$ cat src/rtl/rr_priority_arbiter_16.sv
//------------------------------------------------------------------------------
// Module   : rr_priority_arbiter_16
// Purpose  : 16-client round-robin arbiter with held grant and release handshake.
//            Optional forced release after MAX_HOLD cycles under HOLD_TIMEOUT_EN.
// Revision : 1.0 - initial release
//------------------------------------------------------------------------------
`default_nettype none

module rr_priority_arbiter_16 #(
  parameter int MAX_HOLD = 16
) (
  input  logic        clk,
  input  logic        rst,
  input  logic [15:0] req,
  input  logic        release_i,
  output logic [15:0] gnt,
  output logic [3:0]  gnt_id,
  output logic        gnt_valid,
  output logic        timeout_o
);

  typedef enum logic [0:0] {
    ST_IDLE  = 1'b0,
    ST_GRANT = 1'b1
  } state_t;

  state_t      r_state, w_state_nxt;
  logic [15:0] r_gnt, w_gnt_nxt;
  logic [3:0]  r_gnt_id, w_gnt_id_nxt;
  logic [3:0]  r_ptr, w_ptr_nxt;
  logic [3:0]  w_winner;
  logic        w_found;
  logic        w_normal_rel;
  logic        w_hold_expired;
  logic        w_release;

  // Descending search starting at the pointer; first set request wins.
  always_comb begin
    w_winner = 4'd0;
    w_found  = 1'b0;
    for (int i = 0; i < 16; i++) begin
      if (!w_found && req[r_ptr - 4'(i)]) begin
        w_winner = r_ptr - 4'(i);
        w_found  = 1'b1;
      end
    end
  end

  assign w_normal_rel = release_i || !req[r_gnt_id];
  assign w_release    = w_normal_rel || w_hold_expired;

`ifdef HOLD_TIMEOUT_EN
  localparam logic [7:0] c_max_hold = 8'(MAX_HOLD);

  logic [7:0] r_hold_cnt;
  logic       r_timeout;

  assign w_hold_expired = (r_hold_cnt == c_max_hold);

  always_ff @(posedge clk) begin
    if (rst) begin
      r_hold_cnt <= 8'd0;
      r_timeout  <= 1'b0;
    end else if (r_state == ST_IDLE) begin
      r_hold_cnt <= w_found ? 8'd1 : 8'd0;
      r_timeout  <= 1'b0;
    end else begin
      r_hold_cnt <= w_release ? 8'd0 : r_hold_cnt + 8'd1;
      // A genuine release in the same cycle masks the timeout indication.
      r_timeout  <= w_hold_expired && !w_normal_rel;
    end
  end

  assign timeout_o = r_timeout;
`else
  localparam int c_unused_max_hold = MAX_HOLD;

  assign w_hold_expired = 1'b0;
  assign timeout_o      = 1'b0;
`endif

  always_ff @(posedge clk) begin
    if (rst) begin
      r_state  <= ST_IDLE;
      r_gnt    <= 16'd0;
      r_gnt_id <= 4'd0;
      r_ptr    <= 4'd15;
    end else begin
      r_state  <= w_state_nxt;
      r_gnt    <= w_gnt_nxt;
      r_gnt_id <= w_gnt_id_nxt;
      r_ptr    <= w_ptr_nxt;
    end
  end

  always_comb begin
    w_state_nxt  = r_state;
    w_gnt_nxt    = r_gnt;
    w_gnt_id_nxt = r_gnt_id;
    w_ptr_nxt    = r_ptr;
    case (r_state)
      ST_IDLE: begin
        if (w_found) begin
          w_state_nxt  = ST_GRANT;
          w_gnt_nxt    = 16'd1 << w_winner;
          w_gnt_id_nxt = w_winner;
        end
      end
      ST_GRANT: begin
        if (w_release) begin
          w_state_nxt  = ST_IDLE;
          w_gnt_nxt    = 16'd0;
          w_gnt_id_nxt = 4'd0;
          // Next search starts just below the previous owner (wraps 0 -> 15).
          w_ptr_nxt    = r_gnt_id - 4'd1;
        end
      end
      default: begin
        w_state_nxt  = ST_IDLE;
        w_gnt_nxt    = 16'd0;
        w_gnt_id_nxt = 4'd0;
      end
    endcase
  end

  assign gnt       = r_gnt;
  assign gnt_id    = r_gnt_id;
  assign gnt_valid = (r_state == ST_GRANT);

endmodule

`default_nettype wire

$ cat config.mk
export PLATFORM = sky130hd
export DESIGN_NAME = rr_priority_arbiter_16
export DESIGN_NICKNAME = d
export VERILOG_FILES = /design/src/rtl/rr_priority_arbiter_16.sv
export SDC_FILE = /design/constraint.sdc
export NUM_CORES = 1
export LEC_CHECK = 0
export BUFFER_PORTS_ARGS = -buffer_cell sky130_fd_sc_hd__buf_2
export CAP_MARGIN = 20
export CORE_MARGIN = 3
export CORE_UTILIZATION = 45
export CTS_CLUSTER_DIAMETER = 120
export DETAILED_ROUTE_END_ITERATION = 8
export PLACE_DENSITY = 0.74
export SKIP_CTS_REPAIR_TIMING = 1
export SYNTH_ARGS = -nofsm -noshare
export SYNTH_HDL_FRONTEND = slang
export SYNTH_SLANG_ARGS = --single-unit
$ cat constraint.sdc
create_clock -name clk -period 7.45 [get_ports clk]
set_input_delay 0.745 -clock clk [delete_from_list [all_inputs] [get_ports clk]]
set_output_delay 0.745 -clock clk [all_outputs]
set_load 0.005 [all_outputs]
==> reports/summary.md <==
Most common flop cell mapped by yosys: sky130_fd_sc_hd__dfxtp_1. The remaining antenna violation count came out at 0. The largest single stage delay on the critical path is 0.79 ns. The maximum fanout encountered on the critical timing path was 35; the setup total negative slack was 0 ns. For the pin with the worst max-slew slack, the measured transition is 1.04 ns. For this design the ratio of total power to cell area is 528 mW/mm².

For this design the top-level I/O count stands at 41. Fill cells in the final layout number 764. The post-synthesis register bit count works out to 25. The run gives 25 as the number of sinks driven by the clock tree.

Max-cap violations in this run came to 0. The routed length per placed instance is 21.9 µm, and the area growth from synthesis to layout is 6.67%. The cell at the root of the clock tree is sky130_fd_sc_hd__clkbuf_8.

The number of hold violations in the final report came out at 0. The count of buffers added on input and output ports is 39. Entering global routing, the biggest net connects 38 pins. STA classifies the critical path startpoint as a flop. Summed over all instances, the cell type with the most area after synthesis is sky130_fd_sc_hd__mux4_2. The run gives 3 as the number of buffers inserted during clock tree synthesis. After floorplanning, the core was sized to cover 0.00822 mm². In the routed design, unresolved DRC markers number 0. Synthesis instantiated 79 different standard cells from the library. The first global-routing pass estimated 19.2 mm of wire. For the worst-skew pair, the clock arrives at the later sink with an insertion delay of 0.27 ns. After the flow finishes, the layout carries non-filler instances totaling 546. The startpoint identified for the worst register-to-register timing path is r_ptr[1].

The number of slew-limit violations in the final report was 0; the number of nets in the layout was 469. Each instance of the synthesized netlist takes up on average 9.09 µm². Among all cell types in the netlist, the one instantiated most often is sky130_fd_sc_hd__mux4_2. For the met2 track utilization from global routing, the log shows 37.8%. On the critical path, the stage with the largest delay is an instance of sky130_fd_sc_hd__ha_1. The chip height is 98.2 µm, and the time the final worst path needs with I/O delays and setup is 5.30 ns.

The post-CTS clock slew at the launch and capture registers of the worst setup and hold paths is 0.09 ns. The origin of the worst setup path is r_ptr[1]. For the met1 capacity usage during global routing, the log shows 32.8%. The min-delay analysis places its worst path in the category flop to flop. Synthesized area: 0.00383 mm². Cell repeated most along the worst path: sky130_fd_sc_hd__mux2i_1. The layer flagged by global routing as most heavily used is met2.

Row generation in the floorplan step produced 33 rows. The total setup violations reported at the end of the flow came out at 0. The final critical-path share of the clock period was 71.2%; the final HPWL from detailed placement was 8.85 mm. The type of the worst setup path is flop to flop.

In the global route stage, overall resource usage came out at 24.3%. Die footprint: 0.00965 mm². The area used by multi-input combinational logic is 0.00311 mm², and the number of vias in the routed layout is 3,923. The worst clock skew on the final layout is 0.00460 ns. For the number of instances in the placed design, the log shows 542. TritonCTS built the clock tree.

The number of global-route vias before repair came out at 3,692. Sorting the synthesized cells by how often they occur yields sky130_fd_sc_hd__mux4_2 (41), sky130_fd_sc_hd__nand2_1 (37), sky130_fd_sc_hd__mux2i_1 (29), sky130_fd_sc_hd__nor2_1 (29), sky130_fd_sc_hd__dfxtp_1 (25). The run gives 13.1% as the fraction of the yosys area taken by sequential cells.

The maximum operating frequency is 0.189 GHz, and the average vias per placed instance is 7.18. Data on the critical path arrives at its endpoint at 5.47 ns. STA puts the critical path data required time at 7.62 ns. In the synthesized netlist the async set-or-reset flop fraction comes to 0%.

Traced cell by cell, the critical path runs through buf_4, inv_1, ha_1, mux4_2, mux2i_1, mux2i_1, nor4_1, nand4_1, o41ai_1, a221oi_1, o21ai_0, nor2_1, a32o_1. Summed over all layers, the global routing overflow is 0. The logs give 1.15 for the final weighted congestion in routability-driven placement and 12.0 mm for the wire length reported by the detailed router. Setup repair after global routing left no endpoint under its margin.

The tools report the initial core utilization as 46.6%. The share of Yosys cell area claimed by the top area cell type was 24.1%. The number of antenna violations at the first check in global routing is 0.

The flow ran to the end, and the final reports show no timing, DRC or antenna violations. The first TritonRoute pass finished after 6 iterations. The tools report the storage element area as 502 µm².

The number of nets handed over by synthesis was 448. The H-tree depth reported by CTS is 1, and the number of enable-type register cells in the synthesized netlist is 0. Die width: 98.2 µm. STA classifies the critical path endpoint as a flop. Headroom to the max-slew limit came out at 31.0%.

The DRC violation total after the first TritonRoute iteration is 425, and the count of warnings emitted by yosys is 0. Global routing consumed, on the met3 layer, 4.29% of the routing resources. The post-route netlist has 27.0% of its cells at a drive strength greater than 1. The number of cells produced by synthesis is 421. IR analysis of the VDD net gives a maximum drop of 0.353 mV. The origin of the worst min-delay path was gnt[11]. The logs give 2 for the number of buffers between clock root and the deepest sink and 0 for the antenna cell count. The leakage power total was 1.61 nW. By area the synthesized netlist is led by sky130_fd_sc_hd__mux4_2 (24%), sky130_fd_sc_hd__dfxtp_1 (13%), sky130_fd_sc_hd__mux2i_1 (7.6%). The run gives 0.00216 W as the total power.
layout by cell type, fill, tap and decap left out, types with 5 or more instances in the layout:
cell and n:
sky130_fd_sc_hd__dfxtp_1 24, sky130_fd_sc_hd__xor2_1 5, sky130_fd_sc_hd__nor2_1 29, sky130_fd_sc_hd__or3_1 7, sky130_fd_sc_hd__mux2_2 9, sky130_fd_sc_hd__a22oi_1 5, sky130_fd_sc_hd__and3_1 5, sky130_fd_sc_hd__a221oi_1 7
sky130_fd_sc_hd__nand2_1 37, sky130_fd_sc_hd__and2_1 5, sky130_fd_sc_hd__mux4_2 41, sky130_fd_sc_hd__nand3_1 7, sky130_fd_sc_hd__inv_1 14, sky130_fd_sc_hd__xnor2_1 7, sky130_fd_sc_hd__o21ai_0 20, sky130_fd_sc_hd__o211ai_1 5
sky130_fd_sc_hd__mux2i_1 29, sky130_fd_sc_hd__a21oi_1 19, sky130_fd_sc_hd__a22o_1 9, sky130_fd_sc_hd__a211o_1 5, sky130_fd_sc_hd__a211oi_1 5, sky130_fd_sc_hd__buf_4 6, sky130_fd_sc_hd__nor3_1 5, sky130_fd_sc_hd__buf_2 39
sky130_fd_sc_hd__ha_1 8
cells by family (layout without fill, tap and decap cells):
family                     after synthesis  in the layout  synth area share, %
AOI/OAI and AO/OA                      119            119                 22.9
xor gates and xnor gates                12             12                 2.75
adders and majority gates                8              8                 2.62
buffers and inverters                   44             64                 5.76
DFF                                     25             25                 13.1
muxes                                   79             79                 34.4
other                                    1              1               0.0980
and+or+nand+nor                        133            133                 18.4
final timing paths:
path,endpoint,slack [ns],depth (start not counted)
worst min-delay path,gnt[11],0.45,2
worst max register to register,gnt[14],2.15,13
worst max-delay path,gnt[14],2.15,13
worst min register to register,gnt[11],0.45,2
sequential cells by signal, summed over array words and instances (netlist names):
| register | flops |
|---|---|
| gnt | 16 |
| gnt_id | 4 |
| gnt_valid | 1 |
| r_ptr | 4 |
where the power goes:
group,internal (W),switching (W)
sequential,0.000171,0.0000347
clock,0.0000375,0.0000428
combinational,0.000739,0.00113
per-stage QoR:
step | cell area, µm² | hold slack, ns | utilization (%) | setup WS, ns
finish | 4080 | 0.447 | 49.7 | 2.15
global route | 4080 | 0.485 | 49.7 | 1.72
CTS | 4080 | 0.450 | 49.7 | 2.27
detailed placement | 4040 | 0.438 | 49.1 | 2.30
global placement | 4030 | 0.437 | 49.0 | 2.26
floorplan | 3830 | 0.444 | - | 2.54
worst max-delay path: cells and delay by family, from the launching register on:
family | cells | cell delay (ns)
adder cells (fa/ha/maj) | 1 | 0.79
AND/OR/NAND/NOR | 3 | 1.12
AO/OA/AOI/OAI | 4 | 1.00
multiplexers | 3 | 1.23
buffers and inverters | 2 | 0.73
flip-flops | 1 | 0.31
metal layers:
| layer | vias to the layer above | part of all wire (%) | wire length, µm |
|---|---|---|---|
| met4 | 0 | 5.5 | 657 |
| met3 | 67 | 9.2 | 1110 |
| met5 | - | 0 | 0 |
| li1 | 1718 | - | - |
| met2 | 259 | 45 | 5380 |
| met1 | 1879 | 40 | 4810 |
final cells by class:
| class | instances | share of cell area [%] |
|---|---|---|
| Sequential cell | 25 | 12.3 |
| Clock buffer | 3 | 1.01 |
| Inverter | 15 | 1.38 |
| Tap cell | 105 | 3.22 |
| Clock inverter | 1 | 0.123 |
| Timing Repair Buffer | 45 | 5.89 |
| Multi-Input combinational cell | 352 | 76.1 |
Power figures use the tool's default switching activity.
